==> src/rtl/ifetch_unit.sv <==
// Instruction fetch unit: one outstanding imem request, IR holding register, redirect squash.
// Optional stall counter output is enabled by defining IFETCH_STALL_CNT_EN.
module ifetch_unit #(
  parameter logic [31:0] RESET_PC = 32'h0000_3000
) (
  input  logic        clk,
  input  logic        rst,
  output logic [31:0] PC,
  input  logic        redirect,
  input  logic [31:0] redirect_pc,
  input  logic        stall,
  output logic        imem_req,
  output logic [31:0] imem_addr,
  input  logic        imem_ack,
  input  logic [31:0] imem_rdata,
  output logic [31:0] IR,
  output logic [31:0] IR_PC,
  output logic        ir_valid,
  input  logic        ir_ready
`ifdef IFETCH_STALL_CNT_EN
  ,
  output logic [31:0] stall_cnt
`endif
);

  // state | meaning
  // IDLE  | no request outstanding; issue when decode has room
  // WAIT  | request outstanding, data will be loaded into IR
  // DRAIN | request outstanding but squashed; its data is dropped
  typedef enum logic [1:0] {IDLE, WAIT, DRAIN} state_t;

  state_t      state_q;
  logic [31:0] pc_q;
  logic [31:0] addr_q;
  logic [31:0] ir_q;
  logic [31:0] ir_pc_q;
  logic        req_q;
  logic        valid_q;

  logic        consume;
  logic        can_issue;
  logic [31:0] redirect_pc_d;
  logic        rpc_lsb_unused;

  assign consume        = valid_q && ir_ready;
  assign can_issue      = !stall && !redirect && (!valid_q || ir_ready);
  assign redirect_pc_d  = {redirect_pc[31:2], 2'b00};
  assign rpc_lsb_unused = ^redirect_pc[1:0];

  always_ff @(posedge clk or posedge rst) begin
    if (rst) begin
      state_q <= IDLE;
      pc_q    <= RESET_PC;
      addr_q  <= RESET_PC;
      ir_q    <= '0;
      ir_pc_q <= '0;
      req_q   <= 1'b0;
      valid_q <= 1'b0;
    end else begin
      if (consume) valid_q <= 1'b0;
      case (state_q)
        IDLE: begin
          if (can_issue) begin
            req_q   <= 1'b1;
            addr_q  <= pc_q;
            state_q <= WAIT;
          end
        end
        WAIT: begin
          if (imem_ack) begin
            req_q   <= 1'b0;
            state_q <= IDLE;
            if (!redirect) begin
              ir_q    <= imem_rdata;
              ir_pc_q <= addr_q;
              valid_q <= 1'b1;
              pc_q    <= pc_q + 32'd4;
            end
          end else if (redirect) begin
            state_q <= DRAIN;
          end
        end
        DRAIN: begin
          if (imem_ack) begin
            req_q   <= 1'b0;
            state_q <= IDLE;
          end
        end
        default: begin
          req_q   <= 1'b0;
          state_q <= IDLE;
        end
      endcase
      // Redirect overrides every other PC / IR update in the same cycle.
      if (redirect) begin
        pc_q    <= redirect_pc_d;
        valid_q <= 1'b0;
      end
    end
  end

  assign PC        = pc_q;
  assign imem_req  = req_q;
  assign imem_addr = addr_q;
  assign IR        = ir_q;
  assign IR_PC     = ir_pc_q;
  assign ir_valid  = valid_q;

`ifdef IFETCH_STALL_CNT_EN
  logic [31:0] stall_cnt_q;
  logic        stall_cycle;

  assign stall_cycle = (state_q == WAIT) || (state_q == DRAIN) || (valid_q && !ir_ready);

  always_ff @(posedge clk or posedge rst) begin
    if (rst) begin
      stall_cnt_q <= '0;
    end else if (stall_cycle && (stall_cnt_q != 32'hFFFF_FFFF)) begin
      stall_cnt_q <= stall_cnt_q + 32'd1;
    end
  end

  assign stall_cnt = stall_cnt_q;
`endif

endmodule

==> config.mk <==
export PLATFORM = sky130hd
export DESIGN_NAME = ifetch_unit
export DESIGN_NICKNAME = d
export VERILOG_FILES = /design/src/rtl/ifetch_unit.sv
export SDC_FILE = /design/constraint.sdc
export NUM_CORES = 1
export LEC_CHECK = 0
export ABC_AREA = 1
export BUFFER_PORTS_ARGS = -buffer_cell sky130_fd_sc_hd__buf_2
export CAP_MARGIN = 20
export CELL_PAD_IN_SITES_DETAIL_PLACEMENT = 1
export CELL_PAD_IN_SITES_GLOBAL_PLACEMENT = 1
export CORE_MARGIN = 8
export CORE_UTILIZATION = 30
export CTS_BUF_LIST = sky130_fd_sc_hd__clkbuf_4 sky130_fd_sc_hd__clkbuf_8
export DETAILED_ROUTE_END_ITERATION = 7
export MAX_ROUTING_LAYER = met4
export PLACE_DENSITY_LB_ADDON = 0.1
export REMOVE_ABC_BUFFERS = 1
export SLEW_MARGIN = 20
export SYNTH_ARGS = -nofsm -noshare
export SYNTH_HDL_FRONTEND = slang
export SYNTH_SLANG_ARGS = --single-unit
==> constraint.sdc <==
create_clock -name clk -period 8 [get_ports clk]
set_input_delay 0 -clock clk [delete_from_list [all_inputs] [get_ports clk]]
set_output_delay 0 -clock clk [all_outputs]
set_load 0.03 [all_outputs]
==> impl_metrics.tcl <==
set metrics [dict create \
    fillers 2419 \
    routed_wl_um 20920 \
    start_util_pct 30.36 \
    yosysWarnings 0 \
    area_delta_synth_final_pct 38.24 \
    io_buffers 191 \
    setup_viol 0 \
    num_rows 51 \
    die-area_mm2 0.02430 \
    avgSynthCellArea_um2 7.912 \
    post_drt_wl_per_cell_um 16.42 \
    period_share_pct 38.13 \
    core-area_mm2 0.01933 \
    crit_buf_inv 4 \
    multi_input_area_mm2 0.002372 \
    grt_antenna_before_repair 0 \
    end_kind "flop" \
    cts_setup_buffers 0 \
    ys_seq_area_share_pct 53.79 \
    critPathLaunchType "flop" \
    cts.sinks 126 \
    reg2reg_slack_ns 4.95 \
    vias 5773 \
    drive_gt1_share_pct 25.47 \
    post_cts_resized 0 \
    cap_violations 0 \
    drt_iter0_markers 227 \
    synth_cell_types 32 \
    fp.dieH_um 155.9 \
    holdWs_ns 0.1115 \
    postCtsHoldBufs 67 \
    ios 200 \
    vdd_drop_max_mv 0.1229 \
    crit_chain "inv_1 -> ha_1 -> nand2_2 -> nor2_4 -> buf_4 -> inv_2 -> buf_4 -> nor2_1 -> nand3_1 -> nand3_1" \
    worst_ep_required_time_ns 8.38 \
    final_cell_mix "nand2_1 (347), buf_2 (191), dfrtp_1 (122)" \
    worst_path_max_delay_cell "buf_4" \
    drcViolationCount 0 \
    grt_max_degree 80 \
    die_x_um 155.9 \
    synth_edf_count 0 \
    vias_per_cell 4.531 \
    clk-insertion-delay-late_ns 0.45 \
    synth-seq-cells 126 \
    cp.arrival_ns 3.43 \
    hold_class "primary input to flop" \
    fmax_ghz 0.3278 \
    ys.flop_type "dfrtp_1" \
    utilization_pct 41.97 \
    skew_ns 0.01691 \
    critPathKind "flop to flop" \
    globalRouteOverflowTotal 0 \
    grt_pass1_wl_um 34260 \
    cts_made_buffers 17 \
    critPathMaxFanout 79 \
    place_hpwl_um 14620 \
    period_needed_ns 3.050 \
    antenna_cells 0 \
    cts_tree "built" \
    clockBufferDepth 2 \
    nets 1070 \
    dr.pass1.iters 4 \
    maxSlewViolCount 0 \
    slew_headroom_pct 36.36 \
    critical_path.top_delay_family "buffers and inverters" \
    rsz0062_at_grt "false" \
    final_common_cell "nand2_1" \
    grtUsageTotal_pct 18.29 \
    outcome "complete, no violations" \
    finalHoldViolCount 0 \
    htree_levels 4 \
    async_reset_ff_share_pct 100.0 \
    synth_cells 742 \
    worst_pin_slew_ns 0.9546 \
    ff_latch_area_mm2 0.003158 \
    syn_area_mm2 0.005871 \
    place.gp.congestion 0.8196 \
    clk_pin_slew_ns 0.08 \
    cts_root_buf "clkbuf_8" \
    p_leak_uw 0.004350 \
    power_density_mw_per_mm2 354.7 \
    power_uw 2878 \
    ant_nets 0 \
    fin_setup_tns_ns 0 \
    slowest_delay_ns 0.74 \
    grt_pass1_vias 6356 \
]
==> final timing paths <==
kind	end	depth (start not counted)	startpoint
min reg2reg	IR_PC[18]	2	IR_PC[18]
max in group asynchronous	imem_addr[28]	4	rst
min in group asynchronous	imem_addr[11]	3	rst
max reg2reg	PC[15]	10	state_q[1]
max	PC[15]	10	state_q[1]
min	PC[31]	4	redirect
==> routing by layer <==
layer	global-route usage (%)	part of all wire, %	vias to the layer above
li1	-	-	2814
met1	22.25	46	2798
met2	29.68	47	143
met3	4.183	5.1	18
met4	5.730	1.5	0
met5	-	0	-
==> Yosys cell counts, types with 4 or more instances <==
| library cell | number | area, um^2 |
|---|---|---|
| nand2_2 | 4 | 25.02 |
| buf_4 | 9 | 67.56 |
| buf_2 | 9 | 45.04 |
| o21ai_0 | 40 | 200.2 |
| ha_1 | 4 | 50.05 |
| inv_1 | 49 | 183.9 |
| nor2_1 | 37 | 138.9 |
| nand2_1 | 347 | 1303 |
| nor2_4 | 6 | 67.56 |
| clkbuf_1 | 11 | 41.29 |
| dfstp_2 | 4 | 105.1 |
| o211ai_1 | 5 | 37.54 |
| nor2_2 | 5 | 31.28 |
| dfrtp_1 | 122 | 3053 |
| a21oi_1 | 4 | 20.02 |
| nand3_1 | 54 | 270.3 |
| buf_1 | 4 | 15.01 |
==> layout make-up <==
| class | count | share of cell area (%) |
|---|---|---|
| clock inverters | 12 | 1.357 |
| inverters | 52 | 2.467 |
| well taps | 265 | 4.086 |
| repair buffers | 263 | 20.55 |
| flip-flops and latches | 126 | 38.91 |
| clock buffers | 20 | 3.392 |
| multi-input cells | 536 | 29.23 |
==> registers in the layout (all words and copies together), names as in the netlist <==
name       count
IR            32
IR_PC         30
PC            30
imem_addr     30
imem_req       1
ir_valid       1
state_q        2
==> cells by family after synthesis <==
group	synth area share, %
muxes	0.3836
other	0.06388
adders and majority gates	0.8525
xor gates and xnor gates	0.5969
DFF	53.79
AOI/OAI and AO/OA	5.712
and+or+nand+nor	32.40
buffers and inverters	6.202
==> per-stage QoR <==
stage          cell area [um^2]  setup slack [ns]  instances
2_1_floorplan              5720             4.651        714
3_3_place_gp               7056             5.053       1175
3_5_place_dp               7056             4.889       1175
4_1_cts                    8112             4.888       1274
5_1_grt                    8115             4.669       1274
6_report                   8115             4.950       1274
==> worst reg2reg max path, cell delays in order, from the launching register on <==
cell and delay, ns:
dfrtp_1 0.41, inv_1 0.09, ha_1 0.22, nand2_2 0.16, nor2_4 0.10, buf_4 0.74
inv_2 0.36, buf_4 0.44, nor2_1 0.27, nand3_1 0.10, nand3_1 0.10
==> report_power, final <==
group	switching (uW)	internal (uW)	total, uW
clock network	278	272	550
registers	178	885	1060
logic	920	345	1260
total	1380	1500	2880
Power figures use the tool's default switching activity.
